File: src/rtl/fetch_unit_pkg.sv
// Shared definitions for the fetch stage: FSM encoding, the opcode values
// understood by control_unit, and instruction field positions.
package fetch_unit_pkg;

   typedef enum logic [1:0] {
      FETCH = 2'd0,
      ISSUE = 2'd1,
      FAULT = 2'd2
   } fetchState_t;

   localparam logic [4:0] OPC_L  = 5'b00000;
   localparam logic [4:0] OPC_I  = 5'b00001;
   localparam logic [4:0] OPC_AR = 5'b00010;
   localparam logic [4:0] OPC_J  = 5'b00011;
   localparam logic [4:0] OPC_M  = 5'b00100;
   localparam logic [4:0] OPC_P  = 5'b00111;
   localparam logic [4:0] OPC_Q  = 5'b01000;
   localparam logic [4:0] OPC_T  = 5'b01011;
   localparam logic [4:0] OPC_L2 = 5'b01100;

   localparam int OPC_HI = 31;
   localparam int OPC_LO = 27;
   localparam int JIMM_W = 22;

   // Instruction fetches are word-aligned; any set low bit is a fault.
   function automatic logic misalignedAddr(input logic [1:0] lowBits);
      return lowBits != 2'b00;
   endfunction

endpackage

File: src/rtl/fetch_unit_next_pc_calc.sv
// Combinational next-PC selection: sequential, PC-relative jump, or
// register-relative branch, plus the word-alignment check on the result.
module next_pc_calc
   import fetch_unit_pkg::*;
#(
   parameter int ADDR_W = 32
) (
   input  logic [ADDR_W-1:0] pc,
   input  logic [JIMM_W-1:0] jImm,
   input  logic              pcSrc,
   input  logic              cOffset,
   input  logic [ADDR_W-1:0] regOffset,
   output logic [ADDR_W-1:0] nextPc,
   output logic              misaligned
);

   logic [ADDR_W-1:0] jDisp;

   // Jump immediate is a signed word count, so scale by 4 after extending.
   assign jDisp = {{(ADDR_W-JIMM_W-2){jImm[JIMM_W-1]}}, jImm, 2'b00};

   always_comb begin
      nextPc = pc + ADDR_W'(4);
      if (pcSrc) begin
         if (cOffset) begin
            nextPc = pc + regOffset;
         end else begin
            nextPc = pc + jDisp;
         end
      end
   end

   assign misaligned = misalignedAddr(nextPc[1:0]);

endmodule

File: src/rtl/fetch_unit.sv
// Instruction fetch stage: owns the PC, fetches over a req/ack handshake,
// holds the instruction register and issues it to control_unit.
module fetch_unit
   import fetch_unit_pkg::*;
#(
   parameter int              ADDR_W     = 32,
   parameter logic [ADDR_W-1:0] RESET_PC = '0,
   parameter logic [4:0]      NOP_OPCODE = OPC_P
) (
   input  logic              CLK,
   input  logic              RST_N,
   output logic              imem_req,
   output logic [ADDR_W-1:0] imem_addr,
   input  logic              imem_ack,
   input  logic [31:0]       imem_rdata,
   input  logic              stall,
   input  logic              pcSrc,
   input  logic              C_offset,
   input  logic [31:0]       reg_offset,
   output logic [4:0]        opcode,
   output logic [31:0]       instr,
   output logic              instr_valid,
   output logic [ADDR_W-1:0] pc,
   output logic              fault
);

   localparam logic [31:0] NOP_IR = {NOP_OPCODE, {OPC_LO{1'b0}}};

   fetchState_t       state, nextState;
   logic [ADDR_W-1:0] pcReg, pcNext;
   logic [31:0]       irReg, irNext;
   logic              reqReg, reqNext;
   logic              validReg, validNext;
   logic              faultReg, faultNext;

   logic [ADDR_W-1:0] targetPc;
   logic              targetMisaligned;

   next_pc_calc #(
      .ADDR_W(ADDR_W)
   ) nextPcCalc (
      .pc        (pcReg),
      .jImm      (irReg[JIMM_W-1:0]),
      .pcSrc     (pcSrc),
      .cOffset   (C_offset),
      .regOffset (reg_offset[ADDR_W-1:0]),
      .nextPc    (targetPc),
      .misaligned(targetMisaligned)
   );

   // Next-state logic. The request is raised one cycle after entering FETCH
   // from reset, but leaving ISSUE raises it directly so back-to-back
   // instructions sustain one issue every two cycles.
   always_comb begin
      nextState = state;
      pcNext    = pcReg;
      irNext    = irReg;
      reqNext   = reqReg;
      validNext = validReg;
      faultNext = faultReg;
      case (state)
         FETCH: begin
            if (!reqReg) begin
               reqNext = 1'b1;
            end else if (imem_ack) begin
               irNext    = imem_rdata;
               reqNext   = 1'b0;
               validNext = 1'b1;
               nextState = ISSUE;
            end
         end
         ISSUE: begin
            if (!stall) begin
               validNext = 1'b0;
               if (targetMisaligned) begin
                  faultNext = 1'b1;
                  nextState = FAULT;
               end else begin
                  pcNext    = targetPc;
                  reqNext   = 1'b1;
                  nextState = FETCH;
               end
            end
         end
         FAULT: begin
            reqNext   = 1'b0;
            validNext = 1'b0;
         end
         default: begin
            reqNext   = 1'b0;
            validNext = 1'b0;
            nextState = FETCH;
         end
      endcase
   end

   // Reset dominates every state, dropping any outstanding request.
   always_ff @(posedge CLK) begin
      if (!RST_N) begin
         state    <= FETCH;
         pcReg    <= RESET_PC;
         irReg    <= NOP_IR;
         reqReg   <= 1'b0;
         validReg <= 1'b0;
         faultReg <= 1'b0;
      end else begin
         state    <= nextState;
         pcReg    <= pcNext;
         irReg    <= irNext;
         reqReg   <= reqNext;
         validReg <= validNext;
         faultReg <= faultNext;
      end
   end

   assign imem_req    = reqReg;
   assign imem_addr   = pcReg;
   assign opcode      = irReg[OPC_HI:OPC_LO];
   assign instr       = irReg;
   assign instr_valid = validReg;
   assign pc          = pcReg;
   assign fault       = faultReg;

endmodule

File: config.mk
export PLATFORM = sky130hd
export DESIGN_NAME = fetch_unit
export DESIGN_NICKNAME = d
export VERILOG_FILES = /design/src/rtl/fetch_unit_pkg.sv /design/src/rtl/fetch_unit_next_pc_calc.sv /design/src/rtl/fetch_unit.sv
export SDC_FILE = /design/constraint.sdc
export NUM_CORES = 1
export LEC_CHECK = 0
export BUFFER_PORTS_ARGS = -buffer_cell sky130_fd_sc_hd__buf_2
export CORE_MARGIN = 10
export CORE_UTILIZATION = 50
export DETAILED_ROUTE_END_ITERATION = 8
export PLACE_DENSITY = 0.76
export SLEW_MARGIN = 15
export SYNTH_ARGS = -nofsm -noshare
export SYNTH_HDL_FRONTEND = slang
export SYNTH_SLANG_ARGS = --single-unit
File: constraint.sdc
create_clock -name CLK -period 8.3 [get_ports CLK]
set_input_delay 0.415 -clock CLK [delete_from_list [all_inputs] [get_ports CLK]]
set_output_delay 0.415 -clock CLK [all_outputs]
set_load 0.02 [all_outputs]
==> results of run 1 <==
Yosys cell counts, types with 6 or more instances:
cell | n | area (um^2)
and3_1 | 21 | 131
clkbuf_1 | 34 | 128
dfxtp_1 | 69 | 1380
o211ai_1 | 10 | 75.1
and2_1 | 11 | 68.8
nand2b_1 | 7 | 43.8
o21bai_1 | 6 | 45.0
ha_1 | 61 | 763
buf_4 | 38 | 285
a31oi_1 | 11 | 68.8
nor3_1 | 23 | 115
xnor2_1 | 26 | 228
a211oi_1 | 16 | 120
nand3_1 | 30 | 150
xor2_1 | 17 | 149
o21a_1 | 8 | 60.1
nor2_1 | 78 | 293
a21boi_0 | 34 | 255
inv_1 | 15 | 56.3
nand4_1 | 12 | 75.1
nand2_1 | 134 | 503
a21oi_1 | 85 | 425
a221oi_1 | 7 | 61.3
o21ai_0 | 76 | 380
nor2b_1 | 6 | 37.5
a21o_1 | 25 | 188
o22ai_1 | 6 | 37.5
cell families after synthesis:
family,count (synthesis),share of synthesized area
fa+ha+maj,63,0.113
xor+xnor,43,0.0528
flops,69,0.194
mux,8,0.0123
simple gates,358,0.241
compound gates,341,0.315
buf+inv,94,0.0725
routing by layer:
| metal | global-route usage | wire length [um] |
|---|---|---|
| met1 | 0.299 | 10100 |
| met2 | 0.321 | 9510 |
| met3 | 0.0527 | 2300 |
| met4 | 0.0615 | 370 |
| met5 | 0 | 0 |
path summary, 6_finish.rpt:
kind                                     start            end  slack (ns)
worst max-delay path              imem_addr[0]  imem_addr[30]        5.02
worst min-delay path            imem_rdata[28]      instr[28]        0.27
worst max register to register    imem_addr[0]  imem_addr[30]        5.02
worst min register to register     instr_valid    instr_valid        0.46
area by class of cell:
type | count | area (um^2)
timing repair buffer | 178 | 903
clock inverter | 6 | 95.1
sequential | 69 | 1380
multi-input combinational | 813 | 5240
fill | 1363 | 5800
clock buffer | 10 | 239
inverter | 15 | 56.3
tap | 180 | 225
critical path: cells and delay by family (launching register included):
family	cells	cell delay (ns)
compound gates	8	1.92
fa+ha+maj	2	0.68
flops	1	0.35
mux	1	0.21
state kept, by name, indices dropped and copies added, names as in the netlist:
register / cells
fault: 1
imem_addr: 32
imem_req: 1
instr: 32
instr_valid: 1
state: 2
where the power goes:
part | switching (mW) | internal (mW)
registers | 0.0132 | 0.342
logic | 0.117 | 0.0707
clock network | 0.158 | 0.274
total | 0.289 | 0.687
per-stage QoR:
| stage | cell area, um^2 | utilization | worst slack [ns] |
|---|---|---|---|
| 3_3_place_gp | 7800 | 0.560 | 5.00 |
| 5_1_grt | 8140 | 0.584 | 4.72 |
| 2_1_floorplan | 7130 | - | 5.32 |
| 4_1_cts | 8140 | 0.584 | 5.03 |
| 3_5_place_dp | 7800 | 0.560 | 4.90 |
| 6_report | 8140 | 0.584 | 5.02 |
cells in the final DEF, fill, tap and decap left out, types with 25 or more instances in the layout:
cell type,count
dfxtp_1,69
a21boi_0,34
xnor2_1,26
ha_1,61
buf_2,173
a21o_1,25
o21ai_0,76
nand3_1,30
nand2_1,134
nor2_1,77
a21oi_1,85
==> results_dict.tcl, run 1 <==
set metrics [dict create \
    syn-mean-instance-area_um2 7.31 \
    hold_violations 0 \
    vdd_drop_max_v 0.0000932 \
    crit_chain "ha_1 -> fa_1 -> a211oi_1 -> o21ai_0 -> a21oi_1 -> o21ai_1 -> a21oi_1 -> o21ai_0 -> a221oi_1 -> mux2i_1 -> o21ai_0" \
    die_x_um 139 \
    placed_cells 1255 \
    status "completed" \
    ys_seq_area_frac 0.194 \
    post-cts-setup-buffer-count 0 \
    ys_ff_latch 69 \
    synthesis.area_um2 7130 \
    skew_ns 0.00888 \
    cts_tree "built" \
    power.density_nw_per_um2 120 \
    ios 174 \
    cts_buffer_depth 2 \
    via_per_inst 6.00 \
    io_buffer_count 173 \
    start_util 0.512 \
    netlist_instances 976 \
    nNetsFinal 1219 \
    holdBufCountCts 0 \
    critPathMaxStageDelay_ns 0.43 \
    min_period_ns 3.28 \
    async_flop_share 0 \
    hold_path_class "in2reg" \
    synth-edff-count 0 \
    first_iter_violations 614 \
    cpMaxStageDelayCell "fa_1" \
    synth.distinct_cells 80 \
    place_congestion 0.974 \
    areaGrowthSynthToFinish_pct 14.1 \
    ys_warn_count 0 \
    p_total_mw 0.976 \
    cp.arrival_ns 3.50 \
    cp_max_fo 5 \
    clk_latency_ns 0.34 \
    drive_above_1_share 0.205 \
    drc 0 \
    grt_pass1_vias 7093 \
    core_region_area_um2 13900 \
    drtPass1Iterations 5 \
    fin_cells 1271 \
    num_rows 43 \
    dr_total_vias 7632 \
    die_area_um2 19400 \
    grt_overflow 0 \
    min_path_cells 3 \
    crit_path_start_kind "flop" \
    hpwl_mm 17.2 \
    worstPathRequired_ns 8.52 \
    cpMostUsedCell "o21ai_0" \
    cts-root-buf "clkbuf_16" \
    fin_setup_tns_ns 0 \
    endpoint_kind "flop" \
    final.period_utilization 0.396 \
    fmax_ghz 0.305 \
    drv_slew 0 \
    maxSlewHeadroom 0.560 \
    worstSetupPathType "reg2reg" \
    yosys_most_used_dff "dfxtp_1" \
    cts_sinks 69 \
    path_clk_slew_ns 0.06 \
    syn-num-nets 1109 \
    cts_buffers 9 \
    hold_slack_ns 0.274 \
    grt_max_degree 68 \
    r2r_cells 11 \
    drtAntennaViolNets 0 \
    tightest_slew_ns 0.658 \
    cap_violations 0 \
    totalWireLength_mm 22.3 \
    rsz0062_at_grt "no" \
    grt_usage 0.216 \
    ctsResizeCount 0 \
    antenna_found_initial 0 \
    grt_pass1_wl_mm 36.0 \
    p_leak_nw 3.85 \
    antenna_cells 0 \
    finalSetupViolCount 0 \
    die_h_um 139 \
    routedWlPerCell_um 17.6 \
    htreeDepth 3 \
]
Power figures use the tool's default switching activity.
==> run 2: changes to the inputs <==
Clock period 8.3 ns to 3.25 ns, I/O delays scaled along.
==> run 2 against run 1 <==
Effect of this change:
- clock skew barely moved
- sequential share of layout area is 0.38 points lower
- core utilization rose by 1.3 points
- clock power grew 130%
- final area rose by 2.3%
- count of clock-buffer cells in the layout did not move
- sequential cell count is the same
- setup slack worse by 4.8 ns
- total power grew 150%
- sequential power increased to 2.5 times the previous value
==> results_dict.tcl, run 2 (synthesis results as in run 1) <==
set metrics [dict create \
    status "completed" \
    min_path_cells 3 \
    cpMostUsedCell "a21oi_1" \
    core_region_area_um2 13900 \
    cts_tree "built" \
    n_fill_cell 1333 \
    cts-root-buf "clkbuf_16" \
    first_iter_violations 695 \
    areaGrowthSynthToFinish_pct 16.7 \
    drv_slew 0 \
    layout_commonest_cell "buf_2" \
    die_area_um2 19400 \
    nNetsFinal 1244 \
    reg2reg_to "imem_addr[29]" \
    cts_sinks 69 \
    reg2reg_slack_ns 0.23 \
    drtPass1Iterations 4 \
    fin_setup_tns_ns 0 \
    p_leak_nw 3.96 \
    antenna_cells 0 \
    dr_total_vias 7799 \
    final.period_utilization 0.930 \
    cpMaxStageDelayCell "or4_1" \
    p_total_mw 2.39 \
    totalWireLength_mm 23.3 \
    hold_path_class "in2reg" \
    maxSlewHeadroom 0.574 \
    die_x_um 139 \
    drc 0 \
    via_per_inst 6.02 \
    worstReg2RegStart "instr[1]" \
    start_util 0.512 \
    power.density_nw_per_um2 288 \
    cts_buffers 9 \
    grt_pass1_wl_mm 37.1 \
    routedWlPerCell_um 18.0 \
    drtAntennaViolNets 0 \
    cp.arrival_ns 3.29 \
    grt_pass1_vias 7162 \
    skew_ns 0.00935 \
    htreeDepth 3 \
    crit_chain "ha_1 -> a211oi_1 -> o21ai_0 -> nand3_1 -> a21oi_1 -> or4_1 -> a31o_1 -> a21oi_1 -> mux2_2 -> a21oi_1" \
    antenna_found_initial 0 \
    r2r_cells 10 \
    cp_max_fo 5 \
    fmax_ghz 0.331 \
    cap_violations 0 \
    finalSetupViolCount 0 \
    worstSetupPathType "reg2reg" \
    crit_family "compound AO/OA/AOI/OAI gates" \
    critPathMaxStageDelay_ns 0.42 \
    grt_max_degree 58 \
    crit_path_start_kind "flop" \
    grt_usage 0.226 \
    rsz0062_at_grt "no" \
    vdd_drop_max_v 0.000212 \
    critPathBufInv 0 \
    num_rows 43 \
    die_h_um 139 \
    grt_overflow 0 \
    cts_buffer_depth 2 \
    crit_cells 10 \
    min_to "instr[28]" \
    hp-start "imem_rdata[28]" \
    hpwl_mm 18.3 \
    hold_violations 0 \
    ios 174 \
    tightest_slew_ns 0.640 \
    drive_above_1_share 0.228 \
    worstPathRequired_ns 3.52 \
    place_congestion 0.965 \
    clk_latency_ns 0.34 \
    path_clk_slew_ns 0.06 \
    endpoint_kind "flop" \
    holdBufCountCts 0 \
    final_cell_mix "buf_2, nand2_1, a21oi_1, nor2_1, o21ai_0" \
    io_buffer_count 173 \
    min_period_ns 3.02 \
]
## run 2: cell types whose count changed in the layout (fill, tap and decap cells not counted), sizes merged
cell,delta
buf,+25
inv,-1
clkinvlp,+2
bufinv,-1
## run 2: worst max path at each step
| stage | to | slack [ns] | start |
|---|---|---|---|
| final | imem_addr[29] | 0.23 | instr[1] |
| after global routing | imem_addr[28] | 0.01 | imem_addr[0] |
| after global placement | imem_addr[30] | 0.17 | imem_addr[0] |
| after floorplan | imem_addr[28] | 0.27 | imem_addr[0] |
| after CTS | imem_addr[30] | 0.06 | imem_addr[0] |
| after detailed placement | imem_addr[30] | 0.08 | imem_addr[0] |
## run 2: worst min-delay path: stages
cell     delay [ns]
buf_2          0.07
nand2_1        0.04
nand3_1        0.06
## run 2: area by class of cell
class                      count  area [um^2]  share of cell area
clock inverter                 6         63.8             0.00767
timing repair buffer         203         1100               0.133
inverter                      15         56.3             0.00677
tap                          180          225              0.0271
multi-input combinational    813         5260               0.632
sequential                    69         1380               0.166
clock buffer                  10          229              0.0275
## run 2: power by group
group / switching, mW / internal [mW]
registers: 0.0312 / 0.875
logic: 0.310 / 0.188
clock network: 0.396 / 0.593
## run 2: timing repair
action / 4_1_cts / 5_1_grt
endpoints found under the setup margin: 0 / 4
resized for setup: 0 / 6
setup buffers: 0 / 1
## run 2: through the flow
stage,utilization,worst slack [ns],area [um^2],instances,hold slack (ns)
after global routing,0.597,0.0138,8320,1296,0.0408
after CTS,0.595,0.0595,8290,1295,0.0222
after floorplan,-,0.272,7130,976,0.287
after global placement,0.574,0.165,7990,1279,0.368
after detailed placement,0.574,0.0848,7990,1279,0.380
final,0.597,0.229,8320,1296,0.0265
## run 2: layer usage
metal  global-route usage  vias up  wire [um]
met3               0.0551       36       2440
met4               0.0692        0        527
met2                0.328      393       9640
li1                     -     3835          -
met1                0.317     3535      10700
met5                    0        -          0
==> run 3: changes to the inputs <==
Settings changed: CTS_BUF_LIST set to sky130_fd_sc_hd__clkbuf_16.
==> run 3 against run 2 <==
Effect of this change:
- global-route usage unchanged
- total power shrank 0.21%
- count of clock-buffer cells in the layout decreased by 1
- sequential share of layout area is the same
- non-clock buffer count unchanged
- routed wire length about the same
- final area did not move
- first-iteration DRC count stayed put
- combinational power is essentially flat
- sequential power is essentially flat
- highest routed layer unchanged
==> results_dict.tcl, run 3 (synthesis results as in run 1) <==
set metrics [dict create \
    antenna_found_initial 0 \
    core_region_area_um2 13900 \
    routedWlPerCell_um 18.0 \
    path_clk_slew_ns 0.06 \
    maxSlewHeadroom 0.573 \
    critPathMaxStageDelay_ns 0.42 \
    placed_cells 1279 \
    start_util 0.512 \
    drc 0 \
    rsz0062_at_grt "no" \
    die_x_um 139 \
    cts-root-buf "clkbuf_16" \
    drtPass1Iterations 4 \
    via_per_inst 6.02 \
    cts_buffer_depth 2 \
    grt_pass1_wl_mm 37.1 \
    power.density_nw_per_um2 287 \
    reg2reg_slack_ns 0.22 \
    antenna_cells 0 \
    fin_setup_tns_ns 0 \
    final.period_utilization 0.931 \
    crit_chain "ha_1 -> a211oi_1 -> o21ai_0 -> nand3_1 -> a21oi_1 -> or4_1 -> a31o_1 -> a21oi_1 -> mux2_2 -> a21oi_1" \
    critPathBufInv 0 \
    worstSetupPathType "reg2reg" \
    grt_usage 0.226 \
    drv_slew 0 \
    drtAntennaViolNets 0 \
    cts_buffers 9 \
    cts_sinks 69 \
    hold_violations 0 \
    holdBufCountCts 0 \
    cts_tree "built" \
    dr_total_vias 7796 \
    status "completed" \
    cp.arrival_ns 3.29 \
    final_util 0.597 \
    grt_max_degree 58 \
    n_fill_cell 1333 \
    endpoint_kind "flop" \
    crit_path_start_kind "flop" \
    fin_cells 1296 \
    crit_family "compound AO/OA/AOI/OAI gates" \
    cpMostUsedCell "a21oi_1" \
    io_buffer_count 173 \
    drive_above_1_share 0.228 \
    hpwl_mm 18.3 \
    areaGrowthSynthToFinish_pct 16.7 \
    nNetsFinal 1244 \
    fmax_ghz 0.330 \
    skew_ns 0.00933 \
    cap_violations 0 \
    grt_overflow 0 \
    final_cell_mix "buf_2, nand2_1, a21oi_1, nor2_1, o21ai_0" \
    cp_max_fo 5 \
    worstPathRequired_ns 3.52 \
    num_rows 43 \
    p_leak_nw 3.96 \
    htreeDepth 3 \
    vdd_drop_max_v 0.000212 \
    place_congestion 0.965 \
    die_h_um 139 \
    first_iter_violations 695 \
    min_period_ns 3.03 \
    grt_pass1_vias 7162 \
    tightest_slew_ns 0.640 \
    hold_path_class "in2reg" \
    ios 174 \
    totalWireLength_mm 23.3 \
    cpMaxStageDelayCell "or4_1" \
    layout_commonest_cell "buf_2" \
    die_area_um2 19400 \
    finalSetupViolCount 0 \
    clk_latency_ns 0.34 \
]
-- run 3: cell types whose count changed in the layout (fill, tap and decap cells not counted) --
cell      before  now
inv_1         15   16
clkbuf_1       1    0
-- run 3: path summary, 6_finish.rpt --
check | from | endpoint | depth (start not counted)
min reg2reg | instr_valid | instr_valid | 2
max reg2reg | instr[1] | imem_addr[29] | 10
min | imem_rdata[28] | instr[28] | 3
max | instr[1] | imem_addr[29] | 10
-- run 3: power by group --
group | internal, mW | switching (mW) | leakage [nW] | total (mW)
Combinational | 0.188 | 0.310 | 3.26 | 0.499
Clock | 0.590 | 0.394 | 0.143 | 0.984
Sequential | 0.875 | 0.0311 | 0.560 | 0.906
Total | 1.65 | 0.736 | 3.96 | 2.39
-- run 3: per-stage QoR --
stage               power [mW]  hold WS (ns)  setup slack [ns]  area (um^2)
finish                    2.39        0.0266             0.223         8320
global route              2.49        0.0405            0.0138         8320
global placement          1.41         0.368             0.165         7990
detailed placement        1.41         0.380            0.0848         7990
CTS                       2.38        0.0222            0.0595         8290
floorplan                 1.25         0.287             0.272         7130
-- run 3: cell type report --
cell class                      instances  area (um^2)  share of cell area
Inverter                               15         56.3             0.00677
Clock inverter                          7         67.6             0.00812
Tap cell                              180          225              0.0271
Sequential cell                        69         1380               0.166
Multi-Input combinational cell        813         5260               0.632
Timing Repair Buffer                  203         1100               0.133
Clock buffer                            9          225              0.0271
-- run 3: layer usage --
| layer | vias to the layer above | GRT usage | wire, um |
|---|---|---|---|
| met5 | - | 0 | 0 |
| met1 | 3530 | 0.317 | 10700 |
| li1 | 3835 | - | - |
| met4 | 0 | 0.0692 | 527 |
| met3 | 36 | 0.0551 | 2450 |
| met2 | 395 | 0.328 | 9630 |
-- run 3: tightest hold or removal path, delay by kind of cell --
| family | cells | cell delay [ns] |
|---|---|---|
| simple gates | 2 | 0.10 |
| buf+inv | 1 | 0.07 |
-- run 3: repair_timing --
item / CTS / global route
gates resized for setup: 0 / 6
endpoints found under the setup margin: 0 / 4
setup buffers: 0 / 1
